[src/rtl/obstacle_pkg.sv]
// obstacle_pkg: shared obstacle word layout, type codes and collector constants
package obstacle_pkg;
  localparam int MAX_OBSTACLES = 48;
  localparam int WORD_W = 16;
  localparam int LANES = 3;
  localparam int TYPE_LSB = 13;
  localparam int TYPE_W = 3;
  localparam int LANE_LSB = 11;
  localparam int LANE_W = 2;
  localparam int DEPTH_LSB = 0;
  localparam int DEPTH_W = 11;
  typedef logic [WORD_W-1:0] obstacle_t;
  typedef enum logic [TYPE_W-1:0] {
    OBS_NONE, OBS_LOW, OBS_HIGH, OBS_MIDDLE, OBS_TRAIN, OBS_RAMP, OBS_CAR
  } obs_type_e;
  typedef enum logic [1:0] {IDLE, REQUEST, COLLECT, PUBLISH} state_e;
  function automatic logic [LANE_W-1:0] lane_of(input obstacle_t w);
    return w[LANE_LSB +: LANE_W];
  endfunction
endpackage

[src/rtl/obstacle_collector_if.sv]
// obstacle_collector_if: generator handshake plus the published-frame read port
interface obstacle_collector_if #(parameter int ADDR_W = 6);
  import obstacle_pkg::*;
  logic new_frame, activate, in_valid, in_first_row, in_done;
  logic frame_ready, overflow, frame_overrun;
  obstacle_t in_obstacle, rd_data;
  logic [ADDR_W-1:0] rd_addr, obstacle_count;
  logic [LANES-1:0] front_valid;
  obstacle_t [LANES-1:0] front_obstacle;
  modport master (
    output new_frame, in_valid, in_first_row, in_obstacle, in_done, rd_addr,
    input activate, rd_data, obstacle_count, front_valid, front_obstacle,
    input frame_ready, overflow, frame_overrun
  );
  modport slave (
    input new_frame, in_valid, in_first_row, in_obstacle, in_done, rd_addr,
    output activate, rd_data, obstacle_count, front_valid, front_obstacle,
    output frame_ready, overflow, frame_overrun
  );
endinterface

[src/rtl/obstacle_bank_ram.sv]
// obstacle_bank_ram: two-bank 1W/1R synchronous RAM, one bank filled while the other is read
module obstacle_bank_ram import obstacle_pkg::*; #(
  parameter int DEPTH = MAX_OBSTACLES,
  parameter int AW = 6
) (
  input  logic          clk,
  input  logic          we,
  input  logic          wr_bank,
  input  logic [AW-1:0] wr_addr,
  input  obstacle_t     wr_data,
  input  logic          rd_bank,
  input  logic [AW-1:0] rd_addr,
  output obstacle_t     rd_data
);
  obstacle_t mem [2*DEPTH];
  logic [AW:0] wi, ri;
  assign wi = {1'b0, wr_addr} + (wr_bank ? (AW+1)'(DEPTH) : '0);
  assign ri = {1'b0, rd_addr} + (rd_bank ? (AW+1)'(DEPTH) : '0);
  // synchronous write and registered read
  always_ff @(posedge clk) begin
    if (we) mem[wi] <= wr_data;
    rd_data <= mem[ri];
  end
endmodule

[src/rtl/obstacle_collector.sv]
// obstacle_collector: requests one obstacle pass per frame, buffers it and publishes it by bank swap
module obstacle_collector #(
  parameter int MAX_OBSTACLES = obstacle_pkg::MAX_OBSTACLES,
  parameter int ADDR_W = 6
) (
  input logic clk,
  input logic rst,
  obstacle_collector_if.slave bus
);
  import obstacle_pkg::*;
  state_e state, state_nx;
  logic in_collect, publish, full, in_range, accept, bank_sel, rd_hit;
  logic [ADDR_W-1:0] wr_count;
  logic [LANES-1:0] pend_valid;
  obstacle_t [LANES-1:0] pend;
  obstacle_t ram_q;
  assign full = wr_count == ADDR_W'(MAX_OBSTACLES);
  assign in_range = lane_of(bus.in_obstacle) != 2'd3;
  assign accept = in_collect && bus.in_valid && in_range && !full;
  assign bus.rd_data = rd_hit ? ram_q : '0;
  // state register
  always_ff @(posedge clk) state <= rst ? IDLE : state_nx;
  // next state: one-cycle REQUEST and PUBLISH around an open-ended COLLECT
  always_comb state_nx = state == IDLE    ? (bus.new_frame ? REQUEST : IDLE) :
                         state == REQUEST ? COLLECT :
                         state == COLLECT ? (bus.in_done ? PUBLISH : COLLECT) : IDLE;
  // state-decoded controls
  always_comb begin
    bus.activate = state == REQUEST;
    in_collect = state == COLLECT;
    publish = state == PUBLISH;
  end
  // write count, first-row capture, bank swap, published registers and sticky flags
  always_ff @(posedge clk) begin
    if (rst) begin
      wr_count <= '0;
      pend_valid <= '0;
      pend <= '0;
      bank_sel <= 1'b0;
      rd_hit <= 1'b0;
      bus.obstacle_count <= '0;
      bus.front_valid <= '0;
      bus.front_obstacle <= '0;
      bus.frame_ready <= 1'b0;
      bus.overflow <= 1'b0;
      bus.frame_overrun <= 1'b0;
    end else begin
      bus.frame_ready <= publish;
      rd_hit <= bus.rd_addr < bus.obstacle_count;
      if (bus.new_frame && state != IDLE) bus.frame_overrun <= 1'b1;
      if (in_collect && bus.in_valid && in_range && full) bus.overflow <= 1'b1;
      if (state == IDLE && bus.new_frame) begin
        wr_count <= '0;
        pend_valid <= '0;
        pend <= '0;
      end
      if (accept) wr_count <= wr_count + 1'b1;
      for (int l = 0; l < LANES; l++)
        if (accept && bus.in_first_row && !pend_valid[l] && lane_of(bus.in_obstacle) == LANE_W'(l)) begin
          pend_valid[l] <= 1'b1;
          pend[l] <= bus.in_obstacle;
        end
      if (publish) begin
        bank_sel <= !bank_sel;
        bus.obstacle_count <= wr_count;
        bus.front_valid <= pend_valid;
        bus.front_obstacle <= pend;
      end
    end
  end
  obstacle_bank_ram #(.DEPTH(MAX_OBSTACLES), .AW(ADDR_W)) u_ram (
    .clk(clk),
    .we(accept),
    .wr_bank(!bank_sel),
    .wr_addr(wr_count),
    .wr_data(bus.in_obstacle),
    .rd_bank(bank_sel),
    .rd_addr(bus.rd_addr),
    .rd_data(ram_q)
  );
endmodule
[src/flat_wrapper.sv]
// flat-port wrapper written by rule: the top's interface ports become plain ports
module obstacle_collector_flat import obstacle_pkg::*;
#(
  parameter int MAX_OBSTACLES = obstacle_pkg::MAX_OBSTACLES,
  parameter int ADDR_W = 6
)
  (clk, rst, bus_new_frame, bus_in_valid, bus_in_first_row, bus_in_obstacle, bus_in_done, bus_rd_addr, bus_activate, bus_rd_data, bus_obstacle_count, bus_front_valid, bus_front_obstacle, bus_frame_ready, bus_overflow, bus_frame_overrun);
  obstacle_collector_if #(.ADDR_W(ADDR_W)) bus_i ();
  input logic clk;
  input logic rst;
  input wire logic [$bits(bus_i.new_frame)-1:0] bus_new_frame;
  input wire logic [$bits(bus_i.in_valid)-1:0] bus_in_valid;
  input wire logic [$bits(bus_i.in_first_row)-1:0] bus_in_first_row;
  input wire logic [$bits(bus_i.in_obstacle)-1:0] bus_in_obstacle;
  input wire logic [$bits(bus_i.in_done)-1:0] bus_in_done;
  input wire logic [$bits(bus_i.rd_addr)-1:0] bus_rd_addr;
  output wire logic [$bits(bus_i.activate)-1:0] bus_activate;
  output wire logic [$bits(bus_i.rd_data)-1:0] bus_rd_data;
  output wire logic [$bits(bus_i.obstacle_count)-1:0] bus_obstacle_count;
  output wire logic [$bits(bus_i.front_valid)-1:0] bus_front_valid;
  output wire logic [$bits(bus_i.front_obstacle)-1:0] bus_front_obstacle;
  output wire logic [$bits(bus_i.frame_ready)-1:0] bus_frame_ready;
  output wire logic [$bits(bus_i.overflow)-1:0] bus_overflow;
  output wire logic [$bits(bus_i.frame_overrun)-1:0] bus_frame_overrun;
  assign bus_i.new_frame = bus_new_frame;
  assign bus_i.in_valid = bus_in_valid;
  assign bus_i.in_first_row = bus_in_first_row;
  assign bus_i.in_obstacle = bus_in_obstacle;
  assign bus_i.in_done = bus_in_done;
  assign bus_i.rd_addr = bus_rd_addr;
  assign bus_activate = bus_i.activate;
  assign bus_rd_data = bus_i.rd_data;
  assign bus_obstacle_count = bus_i.obstacle_count;
  assign bus_front_valid = bus_i.front_valid;
  assign bus_front_obstacle = bus_i.front_obstacle;
  assign bus_frame_ready = bus_i.frame_ready;
  assign bus_overflow = bus_i.overflow;
  assign bus_frame_overrun = bus_i.frame_overrun;
  obstacle_collector #(.MAX_OBSTACLES(MAX_OBSTACLES), .ADDR_W(ADDR_W)) u_core (.clk(clk), .rst(rst), .bus(bus_i));
endmodule
[config.mk]
export PLATFORM = sky130hd
export DESIGN_NAME = obstacle_collector_flat
export DESIGN_NICKNAME = d
export VERILOG_FILES = /design/src/rtl/obstacle_pkg.sv /design/src/rtl/obstacle_collector_if.sv /design/src/rtl/obstacle_bank_ram.sv /design/src/rtl/obstacle_collector.sv /design/src/flat_wrapper.sv
export SDC_FILE = /design/constraint.sdc
export NUM_CORES = 2
export LEC_CHECK = 0
export BUFFER_PORTS_ARGS = -buffer_cell sky130_fd_sc_hd__buf_2
export CAP_MARGIN = 15
export CORE_ASPECT_RATIO = 0.6
export CORE_MARGIN = 1.5
export CORE_UTILIZATION = 45
export CTS_BUF_LIST = sky130_fd_sc_hd__clkbuf_8
export DETAILED_ROUTE_END_ITERATION = 8
export GPL_TIMING_DRIVEN = 0
export PLACE_DENSITY_LB_ADDON = 0.08
export SLEW_MARGIN = 20
export SYNTH_ARGS = -nofsm -noshare
export SYNTH_HDL_FRONTEND = slang
export SYNTH_SLANG_ARGS = --single-unit
[constraint.sdc]
create_clock -name clk -period 2.9 [get_ports clk]
set_input_delay 0.145 -clock clk [delete_from_list [all_inputs] [get_ports clk]]
set_output_delay 0.145 -clock clk [all_outputs]
set_load 0.05 [all_outputs]
---- Yosys cells after proc, flatten, opt, wreduce, memory -nomap -nowiden ----
Memories as Yosys holds them, arrays and structs flattened. A register that Yosys moved wholly into a read port is not among the register bits.
Index checks and enable logic that the tools add are counted.
word-level totals
  word-level logic and storage cells ...... 75
  bits in latches ......................... 0
  bits in writable memories ............... 1536
  ROM bits ................................ 0
  input port bits ......................... 28
  output and inout port bits .............. 77
  memories kept ........................... 1
  register bits after elaboration ......... 121
memories
  memory            depth  width  read ports  clocked after Yosys merged registers in  wr ports  line                     text
  u_core.u_ram.mem  96     16     1           1                                        1         obstacle_bank_ram.sv:15  obstacle_t mem [2*DEPTH];
operators by class
  bitwise operators ....................... 0
  add/subtract/negate cells ............... 3
  shifts and indexed selects .............. 0
  muxes and demuxes ....................... 20
  multipliers ............................. 0
  reductions and logical operators ........ 25
  divide/modulo/power cells ............... 0
  order comparisons ....................... 1
  eq/ne operators ......................... 7
operator list
  operator               number
  $mux W16               4
  $mux W48               1
  $mux W6                4
  $logic_and A1 B1 Y1    13
  $reduce_bool A2 Y1     5
  $add A6 B6 Y7          1
  $add A6 B7 Y7          1
  $mux W1                7
  $add A6 B1 Y6 const B  1
  $eq A2 B2 Y1 const B   3
  $eq A6 B6 Y1 const B   1
  $lt A6 B6 Y1           1
  $mux W2                3
  $logic_not A1 Y1       5
  $eq A2 B1 Y1 const B   2
  $logic_not A2 Y1       2
  $mux W3                1
  $ne A2 B2 Y1 const B   1

---- Longest topological paths before layout ----
  depth after elaboration ................. 8
  mapped depth ............................ 11
  mapped depth without buffers ............ 7

---- Modules after synthesis ----
A second synthesis with hierarchy kept.
unflattened totals
  cell total of the unflattened synthesis .. 3156
  area total of the unflattened synthesis .. 64368.0 um2
modules (own cells, without submodules)
  module              seq. area each (um2)  cells each  area each (um2)  instances
  obstacle_bank_ram   46444.5               2629        59473.3          1
  obstacle_collector  2422.3                527         4894.7           1

---- Worst setup path before layout ----
Ideal clock, no wire load.
  path kind ............................... register -> register
  start ................................... register u_core.wr_count[1]
  end ..................................... memory u_core.u_ram.mem[30][0] (netlist bit) (enable)
  data required time ...................... 2.511 ns
  clock period less this slack ............ 2.856 ns
  library setup time ...................... 0.389 ns
  stages on the path, launching flop included .. 11
  path slack .............................. 0.044 ns
  arrival ................................. 2.467 ns
  buffers on the path ..................... 4
  cell sequence ........................... dfxtp_1 > clkbuf_1 > inv_1 > ha_1 > nand4_1 > nor2b_1 > clkbuf_1 > buf_2 > nand4_1 > clkbuf_1 > nor2_1
between the ends
  longest elaborated chain between the ends .. 5
  elaborated cells on any way between the ends .. 6
  those cells by class .................... add/sub: 1; eq/ne: 1; mux: 2; reduce/logical: 2
ends and longest elaborated chain
  item                           line                      text
  from (decl)                    obstacle_collector.sv:13  logic [ADDR_W-1:0] wr_count;
  from (signal assigned)         obstacle_collector.sv:57  if (accept) wr_count <= wr_count + 1'b1;
  $eq A6 B6 Y1                   obstacle_collector.sv:17  assign full = wr_count == ADDR_W'(MAX_OBSTACLES);
  $logic_not A1 Y1               obstacle_collector.sv:19  assign accept = in_collect && bus.in_valid && in_range && !full;
  $logic_and A1 B1 Y1            obstacle_collector.sv:19
  $mux W1                        obstacle_bank_ram.sv:21   if (we) mem[wi] <= wr_data;
  $mux W1 (not written as such)  obstacle_bank_ram.sv:21
  to (decl)                      obstacle_bank_ram.sv:15
Several ways; a longest one is shown, not always the timed one.

---- Final worst setup path ----
  start ................................... register u_core.bank_sel
  end ..................................... register u_core.u_ram.rd_data[5], read port of u_core.u_ram.mem
between the ends
  longest elaborated chain between the ends .. 2
ends and longest elaborated chain
  item                    line                      text
  from (decl)             obstacle_collector.sv:12  logic in_collect, publish, full, in_range, accept, bank_sel, rd_hit;
  from (signal assigned)  obstacle_collector.sv:64  bank_sel <= !bank_sel;
  $mux W6                 obstacle_bank_ram.sv:18   assign ri = {1'b0, rd_addr} + (rd_bank ? (AW+1)'(DEPTH) : '0);
  $add A6 B6 Y7           obstacle_bank_ram.sv:18
  to (decl)               obstacle_bank_ram.sv:13   output obstacle_t rd_data
Every way passes these cells.
A chain may end at the register's enable or synchronous reset.

==> flow_summary.toml <==
[pwr]
p_leak_uw = 0.0241
power.density_mw_per_mm2 = 613
vdd_ir_drop_max_mv = 0.390

[critical_path]
worst-endpoint-arrival_ns = 3.74
cp-end-kind = "flop"
crit_chain = "ha_1 > inv_1 > fa_2 > buf_4 > nand2_1 > nor2_1 > clkbuf_1 > a21oi_1 > nand3_1"
path_delay_family = "simple AND/OR/NAND/NOR gates"
worstPathRequired_ns = 3.64
critPathBufInv = 3
slowest_delay_ns = 0.51
cp_max_fo = 10
crit_slowest_cell = "a21oi_1"
path_class = "flop to flop"
cp-start-kind = "flop"

[floorplanning]
start_util_pct = 45.6
io_pins = 105
die_w_microns = 489
die_area_sq_mm = 0.144
die_y_microns = 295
num_rows = 106
core_sq_mm = 0.140

[route]
firstDrtPassIters = 6
ant_nets = 0
drt-met1-wl_mm = 88.2
drt-total-wl_mm = 204
post_drt_via_cell_ratio = 6.16
wl_met2_mm = 84.7
drc = 0
first_iter_violations = 5318
wl_per_cell_microns = 35.4
dr.max_layer_used = "met5"
met3_length_mm = 24.8
routed-via-count = 35505

[global_route]
grt_pass1_vias = 34686
grtUsageTotal_pct = 28.5
grt_pass1_wl_mm = 278
antenna_found_initial = 11
grt_overflow = 0
grt_max_degree = 81

[timing]
fmax_ghz = 0.333
drv_slew = 0
fin_ws_ns = -0.101
setup_viol = 11
skew_ns = 0.0524
setup_tns_ns = -0.740
relSlewSlack_pct = 19.4
whs_ns = 0.155
fin_crit_ns = 3.00
worst_pin_slew_ns = 1.21
fin_crit_sh_pct = 103
hold_viol_final = 0

[clock_tree]
clockBufferDepth = 3
tritoncts = "built"
clk_latency_ns = 0.96
htree_num_levels = 4
clock_sinks = 1673
numCtsBuffers = 234
clkTransAtPathRegs_ns = 0.07
root_buffer = "clkbuf_8"

[finish]
drive_above_1_share_pct = 32.5
area_delta_synth_final_pct = 17.8
final_area_sq_mm = 0.0751
nets = 3722

[yosys]
avgSynthCellArea_sq_um = 20.3
yosys_warnings = 0
synth_xor_area_share_pct = 0.0137
syn_nets = 3185
synth_cell_types = 46
synth_area_sq_mm = 0.0638
ys_seq_area_share_pct = 76.6
synthSimpleGateAreaFrac_pct = 3.94
synth_compound_area_share_pct = 1.89
synthCells = 3141
yosys_register_bits = 1673
async_reset_ff_share_pct = 0
synthAdderAreaFrac_pct = 0.337
synth_top_family_by_area = "multiplexers"
synth-edff-count = 1536
synth_ff_type = "edfxtp_1"
synthMuxAreaShare_pct = 15.7

[job]
drv_cap = 0

[placement]
dp.final_hpwl_mm = 136
port_buffers = 101
place_congestion = 0.945
dpl_cell_area_sq_mm = 0.0683

[hold_path]
min_path_type = "input port to flop"

[outcome]
violations = "negative setup slack"
outcome = "complete, but fails checks"
tightest hold or removal path, delay by kind of cell:
kind,cells,cell delay (ns)
AO/OA/AOI/OAI,1,0.06
buffers and inverters,2,0.74
AND/OR/NAND/NOR,1,0.10
power breakdown:
group          internal [uW]  leakage [uW]  switching [uW]
Clock                   7860       0.00246            9080
Combinational            867       0.00674            1890
Sequential             26300        0.0149            20.7
Total                  35100        0.0241           11000
metal layers:
layer  up-vias  global-route usage, %
met5         -                  0.135
met4         2                   8.64
met3       335                   8.86
met2      2218                   39.0
met1     19026                   43.6
li1      13924                      -
final cells by class:
class,count,area (sq um)
fill,10766,64800
sequential,1673,48900
multi-input combinational,1274,15100
timing repair buffer,305,3500
clock buffer,243,3340
tap,1890,2360
buffer,172,1050
clock inverter,179,836
inverter,18,71.3
antenna,8,20.0
through the flow:
step	util [%]	setup slack [ns]	total power, uW	std cells
final	53.7	-0.101	46100	5762
after global routing	53.7	-0.00875	47400	5756
after CTS	53.5	-0.00715	46300	5732
after detailed placement	48.8	-1.64	29500	5184
after global placement	47.6	-2.42	29400	5132
after floorplan	-	0.0443	28100	3141
final timing paths:
kind | startpoint | to | slack [ns] | cells past startpoint
hold reg to reg | u_core.pend[27] | u_core.pend[27] | 0.47 | 2
setup / recovery | u_core.bank_sel | u_core.u_ram.rd_data[5] | -0.10 | 9
hold / removal | bus_in_obstacle[6] | u_core.pend[22] | 0.15 | 4
setup reg to reg | u_core.bank_sel | u_core.u_ram.rd_data[5] | -0.10 | 9
cells by family after synthesis:
logic type,count (synthesis)
AOI/OAI and AO/OA,200
DFF,1673
and+or+nand+nor,569
muxes,488
adders and majority gates,16
xor gates and xnor gates,1
buffers and inverters,194
synthesized netlist by cell type, types with 8 or more instances:
library cell	n	area, sq um
nand2_1	165	619
and3_1	9	56.3
buf_1	21	78.8
edfxtp_1	1536	46100
buf_6	12	135
clkbuf_1	67	251
mux2i_1	80	801
ha_1	14	175
dfxtp_1	137	2740
a211oi_1	18	135
a31oi_1	16	100
nand3_1	91	455
inv_1	17	63.8
mux4_2	408	9190
nor2b_1	21	131
buf_4	31	233
o22ai_1	56	350
and2_1	21	131
nand2b_1	8	50.1
o21ai_0	12	60.1
nor4_1	11	68.8
buf_2	45	225
a21oi_1	73	365
nor2_1	207	777
nor3_1	17	85.1
flip-flops by register name (all words and copies together) (netlist names), 2 cells and up:
| signal | count |
|---|---|
| u_core.state | 2 |
| u_core.u_ram.rd_data | 16 |
| u_core.u_ram.mem | 1536 |
| u_core.bus.front_valid | 3 |
| u_core.bus.obstacle_count | 6 |
| u_core.pend_valid | 3 |
| u_core.wr_count | 6 |
| u_core.bus.front_obstacle | 48 |
| u_core.pend | 48 |
repair_timing:
| action | 4_1_cts | 5_1_grt |
|---|---|---|
| pin swaps | 74 | 12 |
| hold endpoints to repair | 1580 | 0 |
| setup buffers | 100 | 23 |
| hold buffers | 29 | 0 |
| setup endpoints to repair | 1560 | 487 |
| resized for setup | 145 | 30 |
cells in the final DEF, fill, tap and decap left out, types with 46 or more instances in the layout:
master,Yosys,final
mux2i_1,80,80
buf_12,0,69
o22ai_1,56,46
dfxtp_1,137,134
mux4_2,408,408
buf_4,31,105
inv_1,17,104
nand3_1,91,82
nand2_1,165,144
nor2_4,0,97
clkinv_1,0,54
buf_2,45,133
nor2_1,207,107
clkbuf_8,0,249
a21oi_1,73,70
edfxtp_1,1536,1536
Power figures use the tool's default switching activity.
